## src/rtl/bcd_sevenseg_scan.sv

```systemverilog
// Captures a 4-digit packed BCD value and scans it onto a common-anode
// seven-segment display with optional leading-zero blanking.
module bcd_sevenseg_scan #(
  parameter int REFRESH_DIV = 100000
) (
  input  logic        clk,
  input  logic        rst,
  input  logic [15:0] bcd_d_in,
  input  logic        rdy,
  input  logic        lzb,
  output logic [3:0]  an,
  output logic [6:0]  seg,
  output logic        valid
);

  localparam int CW = (REFRESH_DIV > 2) ? $clog2(REFRESH_DIV) : 1;
  localparam logic [CW-1:0] CNT_MAX = CW'(REFRESH_DIV - 1);

  logic [CW-1:0] cnt_q, cnt_d;
  logic [1:0]    idx_q, idx_d;
  logic [15:0]   cap_q, cap_d;
  logic          valid_q, valid_d;
  logic [3:0]    an_q, an_d;
  logic [6:0]    seg_q, seg_d;

  logic [3:0] nib [4];
  logic [3:0] nz;
  logic       lead_blank;

  genvar gi;
  generate
    for (gi = 0; gi < 4; gi++) begin : g_nib
      assign nib[gi] = cap_q[4*gi +: 4];
      assign nz[gi]  = |cap_q[4*gi +: 4];
    end
  endgenerate

  // Segment order {g,f,e,d,c,b,a}, active-low; non-decimal nibbles show a dash.
  function automatic logic [6:0] decode(input logic [3:0] d);
    case (d)
      4'd0:    decode = 7'b1000000;
      4'd1:    decode = 7'b1111001;
      4'd2:    decode = 7'b0100100;
      4'd3:    decode = 7'b0110000;
      4'd4:    decode = 7'b0011001;
      4'd5:    decode = 7'b0010010;
      4'd6:    decode = 7'b0000010;
      4'd7:    decode = 7'b1111000;
      4'd8:    decode = 7'b0000000;
      4'd9:    decode = 7'b0010000;
      default: decode = 7'b0111111;
    endcase
  endfunction

  always_comb begin
    cnt_d      = cnt_q + 1'b1;
    idx_d      = idx_q;
    cap_d      = cap_q;
    valid_d    = valid_q;
    an_d       = 4'b1111;
    seg_d      = 7'b1111111;
    lead_blank = 1'b0;

    if (cnt_q == CNT_MAX) begin
      cnt_d = '0;
      idx_d = idx_q + 2'd1;
    end

    if (rdy) begin
      cap_d   = bcd_d_in;
      valid_d = 1'b1;
    end

    // A digit is a leading zero only if it and every digit above it are zero.
    case (idx_q)
      2'd3:    lead_blank = !nz[3];
      2'd2:    lead_blank = !nz[3] && !nz[2];
      2'd1:    lead_blank = !nz[3] && !nz[2] && !nz[1];
      default: lead_blank = 1'b0;
    endcase

    if (valid_q && !(lzb && lead_blank)) begin
      an_d  = ~(4'b0001 << idx_q);
      seg_d = decode(nib[idx_q]);
    end
  end

  always_ff @(posedge clk) begin
    if (rst) begin
      cnt_q   <= '0;
      idx_q   <= 2'd0;
      cap_q   <= 16'h0000;
      valid_q <= 1'b0;
      an_q    <= 4'b1111;
      seg_q   <= 7'b1111111;
    end else begin
      cnt_q   <= cnt_d;
      idx_q   <= idx_d;
      cap_q   <= cap_d;
      valid_q <= valid_d;
      an_q    <= an_d;
      seg_q   <= seg_d;
    end
  end

  assign an    = an_q;
  assign seg   = seg_q;
  assign valid = valid_q;

endmodule

```

## config.mk

```make
export PLATFORM = sky130hd
export DESIGN_NAME = bcd_sevenseg_scan
export DESIGN_NICKNAME = d
export VERILOG_FILES = /design/src/rtl/bcd_sevenseg_scan.sv
export SDC_FILE = /design/constraint.sdc
export NUM_CORES = 1
export LEC_CHECK = 0
export ABC_CLOCK_PERIOD_IN_PS = 2200
export CAP_MARGIN = 20
export CORE_MARGIN = 1
export CORE_UTILIZATION = 62
export CTS_CLUSTER_DIAMETER = 60
export DETAILED_ROUTE_END_ITERATION = 16
export DONT_BUFFER_PORTS = 1
export PLACE_DENSITY_LB_ADDON = 0.05
export SYNTH_ARGS = -nofsm -noshare
export SYNTH_HDL_FRONTEND = slang
export SYNTH_SLANG_ARGS = --single-unit
export TNS_END_PERCENT = 10
```

## constraint.sdc

```tcl
create_clock -name clk -period 2.2 [get_ports clk]
set_input_delay 0.55 -clock clk [delete_from_list [all_inputs] [get_ports clk]]
set_output_delay 0.55 -clock clk [all_outputs]
set_load 0.05 [all_outputs]
```

* Yosys cells after proc, flatten, opt, wreduce, memory -nomap -nowiden *
Memory sizes are Yosys's and may differ from the RTL's. A register that Yosys moved wholly into a read port is not among the register bits.
Index checks and enable logic that the tools add are counted.

operators by class
  $add $sub $neg = 2
  magnitude comparators = 1
  equal/unequal tests = 4
  shift operators = 1
  multiplexer cells = 4
  bitwise operators = 3
  reduce and logical (&&, ||, !) cells = 13

operator list
  cell                     count
  $add A17 B1 Y17 const B  1
  $eq A17 B17 Y1 const B   1
  $reduce_or A4 Y1         3
  $bmux W4 S2              1
  $mux W4                  2
  $eq A2 B2 Y1 const B     2
  $logic_and A1 B1 Y1      4
  $logic_not A1 Y1         4
  $not A4 Y4               1
  $reduce_or A2 Y1         2
  $shl A1 B2 Y4 const A    1
  $ge A3 B3 Y1 const B     1
  $not A2 Y3               1
  $pmux W1 S3              1
  $add A2 B1 Y2 const B    1
  $eq A2 B1 Y1 const B     1
  $not A1 Y1               1

storage, ports and cells
  bits in registers = 40
  bits in read-only memories = 112
  input port bits = 20
  output and inout port bits = 12
  logic and storage cells = 34
  memories = 1

memory list
  name              depth  width  rd ports  clocked after memory_dff  write ports  line  text
  (name not given)  16     7      1         1                         0            40    case (d)

* Longest topological paths before layout *
Gate-level depths: netlist of run 1.

  depth after elaboration = 10
  gate-level depth with buffers = 8
  depth with buffers taken out = 7

* Worst setup path before layout of run 1 *
No wires, ideal clock.

  kind = register -> register
  start = register idx_q[0]
  end = register seg_q[4], in the netlist seg[4]
  setup time = 0.136 ns
  arrival time = 1.792 ns
  data required time = 2.064 ns
  setup slack = 0.272 ns
  stages on the path, launching flop included = 9
  period minus slack after synthesis = 1.928 ns
  cell sequence = dfxtp_1 > buf_6 > mux4_1 > inv_1 > ha_1 > inv_1 > mux2_2 > o22ai_1 > nand2_1

between the ends
  longest elaborated chain between the ends = 7
  elaborated cells on any way between the ends = 13
  those cells by class = eq/ne (3); mux (4); bitwise (2); reduce/logical (4)

RTL lines
  what                                          line  text
  from (decl)                                   20    logic [1:0] idx_q, idx_d;
  from (signal assigned)                        98    idx_q <= idx_d;
  $eq A2 B1 Y1 or $eq A2 B2 Y1 (tied branches)  75    case (idx_q)
  $pmux W1 S3                                   75
  $logic_and A1 B1 Y1                           82    if (valid_q && !(lzb && lead_blank)) begin
  $logic_not A1 Y1                              82
  $logic_and A1 B1 Y1                           82
  $not A1 Y1 (no line)                          n/a
  $reduce_or A2 Y1 (no line)                    n/a
  to (decl)                                     24    logic [6:0] seg_q, seg_d;

Parallel ways exist; a longest one is shown, timed or not. The select of a mux whose other input is x is not followed.
A chain may end at the register's enable or synchronous reset.

* Worst setup path after layout of run 1 *
Ends and elaborated chain as after synthesis.

==> results.json, run 1 <==
{
  "cts_tree": "built",
  "slew_headroom_pct": 63.9,
  "critPathTopFamily": "multiplexers",
  "ys_types": 44,
  "fp-row-count": 20,
  "numCtsBuffers": 5,
  "p_switching_uw": 376,
  "io_pins": 32,
  "clkSlewWorstSetupHoldPaths_ns": 0.13,
  "crit_path_max_incr_delay_ns": 0.66,
  "power_density_nw_per_um2": 707,
  "drtAntennaViolNets": 0,
  "pwr-share-clk_pct": 33.7,
  "crit_buf_inv": 2,
  "clock_skew_ns": 0.00618,
  "worstSetupPathType": "reg2reg",
  "synth_common_cells": "dfxtp_1, nor2_1, mux2i_1",
  "crit_chain": "mux4_1 -> inv_1 -> ha_1 -> inv_1 -> mux2_2 -> o22ai_1 -> nand2_1",
  "cp_slowest_cell": "mux4_1",
  "fin_hold_ws_ns": 0.241,
  "postRouteWirelength_um": 4000,
  "synth_area_um2": 2120,
  "required_ns": 2.44,
  "synth_fp_nets": 248,
  "drtIter0Drc": 88,
  "outcome": "complete, no violations",
  "die_h_um": 60.4,
  "dieArea_um2": 3650,
  "power.leakage_uw": 0.000912,
  "ys_warn_count": 0,
  "rsz0062_at_grt": "false",
  "synth_top_area_cell": "dfxtp_1",
  "drv_slew": 0,
  "internal_power_uw": 1200,
  "fin_setup_tns_ns": 0,
  "combinationalPowerShare_pct": 7.0,
  "dp_hpwl_um": 2950,
  "critical_path.startpoint_type": "flop",
  "netlist.area_leader.share_pct": 44.4,
  "yosysMostFrequentCell": "dfxtp_1",
  "period_share_pct": 94.9,
  "max_freq_mhz": 479,
  "start_util_pct": 67.1,
  "nets": 249,
  "ctsHtreeMaxLevel": 2,
  "grt_pass1_wl_um": 6750,
  "synth-seq-area-share_pct": 44.4,
  "wire_per_inst_um": 15.2,
  "synthArstFlopShare_pct": 0,
  "antenna_found_initial": 0,
  "die_x_um": 60.4,
  "place.gp.congestion": 0.870,
  "grt_overflow": 0,
  "grt_max_degree": 24,
  "clockBufferDepth": 2,
  "root_buffer": "clkbuf_4",
  "fin_crit_ns": 2.09,
  "drive_gt1_share_pct": 9.59,
  "min_path_type": "in2reg",
  "ys.flop_type": "dfxtp_1",
  "num_vias": 1532,
  "setup_viol_count_final": 0,
  "swShare_pct": 23.8,
  "cts.sinks": 47,
  "synth_edf_count": 0,
  "cts_resized": 0,
  "route.detailed.drc": 0,
  "avgSynthCellArea_um2": 9.76,
  "cap_viol_max_count": 0,
  "post_cts_buffers": 0,
  "io_buffers": 0,
  "cp_common_cell": "inv_1",
  "dr.pass1.iters": 4,
  "endpoint_kind": "flop",
  "crit_arrival_ns": 2.33,
  "grt_pass1_vias": 1434,
  "fp.coreArea_um2": 3150,
  "netlist_instances": 217,
  "insertion_delay_ns": 0.36,
  "irDropWorstVdd_mv": 0.450,
  "worstMarginPinSlew_ns": 0.542,
  "ys_ff_latch": 47,
  "seqPwrFrac_pct": 59.2,
  "cp_max_fo": 6,
  "grt_use_total_pct": 25.5,
  "diodes": 0,
  "area_growth_pct": 5.44,
  "via_per_inst": 5.83,
  "hold_violations": 0,
  "cts_hold_buffers": 0,
  "synth_area_leaders": "dfxtp_1, mux2i_1, ha_1, nor2_1, xor2_1"
}
-- sequential cells by signal (all words and copies together) (netlist names) --
| name | count |
|---|---|
| an | 4 |
| idx_q | 2 |
| valid | 1 |
| seg | 7 |
| cnt_q | 17 |
| cap_q | 16 |
-- cell type report --
type                            instances  area [um2]
Timing Repair Buffer                    3        22.5
Multi-Input combinational cell        150        1090
Fill cell                             247         921
Sequential cell                        47         941
Clock inverter                          2        35.0
Clock buffer                            6        51.3
Inverter                               11        41.3
Tap cell                               44        55.1
-- final timing paths --
path | slack, ns | endpoint | cells past startpoint | from
worst max-delay path | 0.11 | seg[4] | 7 | idx_q[0]
worst min-delay path | 0.24 | cnt_q[4] | 1 | rst
worst max register to register | 0.11 | seg[4] | 7 | idx_q[0]
worst min register to register | 0.45 | cnt_q[0] | 1 | cnt_q[0]
-- stage by stage --
| stage | std cells | instance area, um2 | worst slack [ns] | total power, uW | utilization [%] |
|---|---|---|---|---|---|
| after CTS | 263 | 2230 | 0.133 | 1590 | 70.8 |
| final | 263 | 2230 | 0.112 | 1580 | 70.8 |
| after floorplan | 217 | 2120 | 0.272 | 1050 | - |
| after global routing | 263 | 2230 | 0.00464 | 1640 | 70.8 |
| after detailed placement | 255 | 2150 | 0.144 | 1060 | 68.1 |
| after global placement | 255 | 2150 | 0.238 | 1060 | 68.1 |
-- worst reg2reg max path, stage by stage, from the launching register on --
cell	delay, ns
dfxtp_1	0.48
mux4_1	0.67
inv_1	0.14
ha_1	0.16
inv_1	0.05
mux2_2	0.27
o22ai_1	0.12
nand2_1	0.06
-- layer usage --
layer	GRT usage (%)	wire [um]	up-vias
li1	-	-	761
met3	8.32	205	7
met1	32.8	1840	721
met5	0	0	-
met2	40.7	1900	43
met4	8.44	53	0
-- placed cells by master, fill, tap and decap left out, types with 2 or more instances in the layout --
| cell type | instances |
|---|---|
| dfxtp_1 | 47 |
| nor2_1 | 33 |
| mux2i_1 | 16 |
| nand2_1 | 13 |
| inv_1 | 11 |
| ha_1 | 11 |
| a21oi_1 | 9 |
| xor2_1 | 9 |
| o21ai_0 | 7 |
| or3_1 | 6 |
| nand4_1 | 6 |
| nand3_1 | 5 |
| clkbuf_4 | 5 |
| nor4_1 | 4 |
| mux4_2 | 3 |
| and3_1 | 3 |
| buf_4 | 3 |
| o31ai_1 | 2 |
-- cell families after synthesis --
kind of cell	after synthesis	share of synthesized area (%)
and+or+nand+nor	78	18.1
DFF	47	44.4
AOI/OAI and AO/OA	30	9.99
muxes	21	12.5
buffers and inverters	20	4.26
adders and majority gates	11	6.50
xor gates and xnor gates	10	4.14
-- power by group through the flow --
| stage | sequential [uW] | clock (uW) | combinational [uW] |
|---|---|---|---|
| after floorplan | 951 | 0 | 94.4 |
| after global placement | 953 | 0 | 103 |
| after detailed placement | 954 | 0 | 109 |
| after CTS | 935 | 544 | 110 |
| after global routing | 940 | 580 | 124 |
| final | 935 | 533 | 111 |
No activity file was read; power rests on OpenSTA's default activity.
==> run 2, diff against run 1 <==
--- a/config.mk
+++ b/config.mk
@@ -5,10 +5,10 @@
 export SDC_FILE = /design/constraint.sdc
 export NUM_CORES = 1
 export LEC_CHECK = 0
-export ABC_CLOCK_PERIOD_IN_PS = 2200
+export ABC_CLOCK_PERIOD_IN_PS = 2400
 export CAP_MARGIN = 20
 export CORE_MARGIN = 1
-export CORE_UTILIZATION = 62
+export CORE_UTILIZATION = 55
 export CTS_CLUSTER_DIAMETER = 60
 export DETAILED_ROUTE_END_ITERATION = 16
 export DONT_BUFFER_PORTS = 1
==> constraint.sdc (replaced) <==
create_clock -name clk -period 2.4 [get_ports clk]
set_input_delay 0.6 -clock clk [delete_from_list [all_inputs] [get_ports clk]]
set_output_delay 0.6 -clock clk [all_outputs]
set_load 0.05 [all_outputs]
==> results.json, run 2 (synthesized netlist as in run 1, its figures left out) <==
{
  "outcome": "complete, no violations",
  "layout_common_cells": "dfxtp_1, nor2_1, mux2i_1",
  "antenna_found_initial": 0,
  "setup_viol_count_final": 0,
  "dp_cells": 257,
  "critical_path.startpoint_type": "flop",
  "crit_arrival_ns": 2.38,
  "fin_setup_tns_ns": 0,
  "grt_pass1_wl_um": 6630,
  "clockBufferDepth": 2,
  "crit_chain": "mux4_1 -> inv_1 -> ha_1 -> inv_1 -> mux2_2 -> o22ai_1 -> nand2_1",
  "hold_depth": 1,
  "io_buffers": 0,
  "crit_path_max_incr_delay_ns": 0.71,
  "nets": 247,
  "power.leakage_uw": 0.000895,
  "place.gp.congestion": 0.789,
  "via_per_inst": 5.65,
  "fin_crit_ns": 2.21,
  "worstSetupPathType": "reg2reg",
  "rsz0062_at_grt": "false",
  "root_buffer": "clkbuf_8",
  "power_density_nw_per_um2": 634,
  "die_h_um": 64.0,
  "final_common_cell": "dfxtp_1",
  "cts.sinks": 47,
  "grt_max_degree": 24,
  "postLayoutCoreUtil_pct": 60.1,
  "post_cts_buffers": 0,
  "fp.coreArea_um2": 3690,
  "io_pins": 32,
  "grt_overflow": 0,
  "crit_start": "idx_q[0]",
  "num_vias": 1497,
  "start_util_pct": 57.4,
  "final_cells": 265,
  "cp_slowest_cell": "mux4_1",
  "diodes": 0,
  "cts_hold_buffers": 0,
  "drive_gt1_share_pct": 7.83,
  "largest_register_ffs": 17,
  "dieArea_um2": 4100,
  "route.detailed.drc": 0,
  "period_share_pct": 92.0,
  "fin_hold_ws_ns": 0.368,
  "largest_register": "cnt_q",
  "slew_headroom_pct": 60.1,
  "hold_violations": 0,
  "drv_slew": 0,
  "r2r-start": "idx_q[0]",
  "r2r_cells": 7,
  "fp-row-count": 22,
  "clkSlewWorstSetupHoldPaths_ns": 0.08,
  "place_area_um2": 2140,
  "endpoint_kind": "flop",
  "postRouteWirelength_um": 3970,
  "cts_resized": 0,
  "worstMarginPinSlew_ns": 0.598,
  "grt_pass1_vias": 1470,
  "dr.pass1.iters": 4,
  "cp_common_cell": "inv_1",
  "drtIter0Drc": 75,
  "ctsHtreeMaxLevel": 2,
  "max_freq_mhz": 453,
  "nFillCells": 336,
  "grt_use_total_pct": 21.1,
  "cap_viol_max_count": 0,
  "wire_per_inst_um": 15.0,
  "min_path_type": "in2reg",
  "dp_hpwl_um": 2970,
  "finalInstanceArea_um2": 2220,
  "cp_max_fo": 9,
  "min_from": "rst",
  "irDropWorstVdd_mv": 0.421,
  "required_ns": 2.57,
  "numCtsBuffers": 5,
  "drtAntennaViolNets": 0,
  "die_x_um": 64.0,
  "clock_skew_ns": 0.00897,
  "insertion_delay_ns": 0.29,
  "cts_tree": "built",
  "area_growth_pct": 4.73
}
-- run 2: area by class of cell --
type	count	area, um2	share of cell area [%]
Multi-Input combinational cell	150	1090	49.0
Sequential cell	47	941	42.4
Timing Repair Buffer	1	7.51	0.339
Clock buffer	7	76.3	3.44
Inverter	11	41.3	1.86
Clock inverter	1	5.00	0.226
Tap cell	48	60.1	2.71
-- run 2: worst paths after layout --
check / end / slack (ns)
setup / recovery: seg[4] / 0.19
hold / removal: idx_q[1] / 0.37
setup reg to reg: seg[4] / 0.19
hold reg to reg: cnt_q[0] / 0.45
-- run 2: worst max-delay path, delay by kind of cell, from the launching register on --
| kind | cells | cell delay, ns |
|---|---|---|
| AOI/OAI and AO/OA | 1 | 0.13 |
| adders and majority gates | 1 | 0.16 |
| buffers and inverters | 2 | 0.21 |
| DFF | 1 | 0.55 |
| muxes | 2 | 0.96 |
| and+or+nand+nor | 1 | 0.06 |
-- run 2: metrics by stage --
step / power (uW) / worst slack (ns)
floorplan: 958 / 0.472
global route: 1470 / 0.0635
detailed placement: 974 / 0.198
CTS: 1420 / 0.189
global placement: 967 / 0.330
finish: 1410 / 0.193
-- run 2: per-layer routing --
layer | part of all wire (%) | routed length [um] | track usage (%)
met4 | 0.53 | 21 | 6.82
met5 | 0 | 0 | 0
met1 | 46 | 1820 | 26.0
met2 | 48 | 1920 | 34.7
met3 | 5.1 | 203 | 6.61
-- run 2: power breakdown --
| part | switching, uW | internal [uW] | total, uW |
|---|---|---|---|
| registers | 47.0 | 809 | 856 |
| clock network | 246 | 205 | 451 |
| logic | 53.6 | 45.6 | 99.2 |
| total | 347 | 1060 | 1410 |
==> run 3, diff against run 2 <==
--- a/config.mk
+++ b/config.mk
@@ -12,7 +12,7 @@
 export CTS_CLUSTER_DIAMETER = 60
 export DETAILED_ROUTE_END_ITERATION = 16
 export DONT_BUFFER_PORTS = 1
-export PLACE_DENSITY_LB_ADDON = 0.05
+export PLACE_DENSITY = 0.75
 export SYNTH_ARGS = -nofsm -noshare
 export SYNTH_HDL_FRONTEND = slang
 export SYNTH_SLANG_ARGS = --single-unit
==> results.json, run 3 (synthesized netlist as in run 1, its figures left out) <==
{
  "cts.sinks": 47,
  "worstMarginPinSlew_ns": 0.502,
  "insertion_delay_ns": 0.31,
  "slew_headroom_pct": 66.6,
  "largest_register": "cnt_q",
  "min_path_type": "in2reg",
  "cp_common_cell": "inv_1",
  "layout_common_cells": "dfxtp_1, nor2_1, mux2i_1",
  "max_freq_mhz": 456,
  "ff_latch_area_um2": 941,
  "cp_max_fo": 9,
  "crit_arrival_ns": 2.36,
  "required_ns": 2.57,
  "rsz0062_at_grt": "false",
  "cts_resized": 0,
  "fin_crit_ns": 2.20,
  "postRouteWirelength_um": 3700,
  "cp-endpoint": "seg[4]",
  "io_buffers": 0,
  "ff2ff_setup_slack_ns": 0.20,
  "drtAntennaViolNets": 0,
  "grt_pass1_wl_um": 6080,
  "root_buffer": "clkbuf_8",
  "area_growth_pct": 5.61,
  "clock_skew_ns": 0.00799,
  "diodes": 0,
  "place.gp.congestion": 0.905,
  "final_common_cell": "dfxtp_1",
  "largest_register_ffs": 17,
  "num_vias": 1497,
  "dieArea_um2": 4100,
  "antenna_found_initial": 0,
  "postLayoutCoreUtil_pct": 60.6,
  "r2r-end": "seg[4]",
  "multi_input_area_um2": 1090,
  "irDropWorstVdd_mv": 0.482,
  "post_cts_buffers": 0,
  "ctsHtreeMaxLevel": 2,
  "grt_max_degree": 24,
  "dp_hpwl_um": 2690,
  "die_h_um": 64.0,
  "dr.pass1.iters": 4,
  "die_x_um": 64.0,
  "hold_violations": 0,
  "setup_viol_count_final": 0,
  "nFillCells": 326,
  "endpoint_kind": "flop",
  "critical_path.startpoint_type": "flop",
  "wire_per_inst_um": 13.9,
  "worstSetupPathType": "reg2reg",
  "clkSlewWorstSetupHoldPaths_ns": 0.09,
  "start_util_pct": 57.4,
  "drive_gt1_share_pct": 9.17,
  "crit_start": "idx_q[0]",
  "fin_setup_tns_ns": 0,
  "nets": 248,
  "cp_slowest_cell": "mux4_1",
  "grt_use_total_pct": 19.5,
  "r2r-start": "idx_q[0]",
  "crit_chain": "mux4_1 -> inv_1 -> ha_1 -> inv_1 -> mux2_2 -> o22ai_1 -> nand2_1",
  "outcome": "complete, no violations",
  "numCtsBuffers": 5,
  "fp.coreArea_um2": 3690,
  "via_per_inst": 5.63,
  "fp-row-count": 22,
  "period_share_pct": 91.5,
  "p_total_uw": 1450,
  "power_density_nw_per_um2": 646,
  "cts_tree": "built",
  "grt_overflow": 0,
  "drv_slew": 0,
  "cts_hold_buffers": 0,
  "io_pins": 32,
  "cap_viol_max_count": 0,
  "drtIter0Drc": 56,
  "crit_path_max_incr_delay_ns": 0.68,
  "r2r_cells": 7,
  "power.leakage_uw": 0.000899,
  "clockBufferDepth": 2,
  "grt_pass1_vias": 1295,
  "route.detailed.drc": 0
}
[run 3: cell types whose count changed in the layout (fill, tap and decap cells not counted), sizes merged]
| cell | previous run | this run |
|---|---|---|
| clkbuf | 7 | 5 |
| clkinv | 1 | 0 |
| clkinvlp | 0 | 2 |
| buf | 1 | 2 |
| inv | 11 | 12 |
[run 3: worst min-delay path by stage]
stage / startpoint / end / slack, ns / depth (start not counted)
finish: rst / valid / 0.35 / 1
global route: rst / cnt_q[2] / 0.33 / 1
CTS: rst / idx_q[0] / 0.34 / 1
detailed placement: cnt_q[0] / cnt_q[0] / 0.44 / 1
global placement: cnt_q[0] / cnt_q[0] / 0.43 / 1
floorplan: cnt_q[0] / cnt_q[0] / 0.41 / 1
[run 3: cell type report]
cell class,instances,area share (%)
Sequential cell,47,42.1
Tap cell,48,2.69
Inverter,11,1.85
Clock inverter,3,1.06
Clock buffer,5,3.08
Multi-Input combinational cell,150,48.6
Timing Repair Buffer,2,0.672
[run 3: layer usage]
metal  up-vias  part of all wire (%)  global-route usage [%]
met5         -                     0                       0
met4         0                   1.7                    7.67
met3         6                   6.0                    6.96
met2        42                    42                    28.1
met1       692                    50                    26.4
li1        757                     -                       -
[run 3: stage by stage]
| stage | instances | setup WS, ns | instance area [um2] | hold WS (ns) |
|---|---|---|---|---|
| finish | 266 | 0.205 | 2240 | 0.349 |
| global route | 266 | 0.0625 | 2240 | 0.333 |
| CTS | 266 | 0.204 | 2240 | 0.344 |
| detailed placement | 258 | 0.226 | 2140 | 0.439 |
| global placement | 258 | 0.323 | 2140 | 0.427 |
| floorplan | 217 | 0.472 | 2120 | 0.413 |
[run 3: critical path, delay by kind of cell, from the launching register on]
kind | cells | cell delay, ns
multiplexers | 2 | 0.93
flip-flops | 1 | 0.55
buffers and inverters | 2 | 0.19
adder cells (fa/ha/maj) | 1 | 0.16
AO/OA/AOI/OAI | 1 | 0.14
AND/OR/NAND/NOR | 1 | 0.08
[run 3: power breakdown]
| group | total (uW) | internal [uW] | switching [uW] | leakage (uW) |
|---|---|---|---|---|
| Combinational | 99.3 | 46.5 | 52.7 | 0.000474 |
| Clock | 490 | 208 | 282 | 0.0000408 |
| Sequential | 856 | 809 | 46.9 | 0.000384 |
| Total | 1450 | 1060 | 381 | 0.000899 |
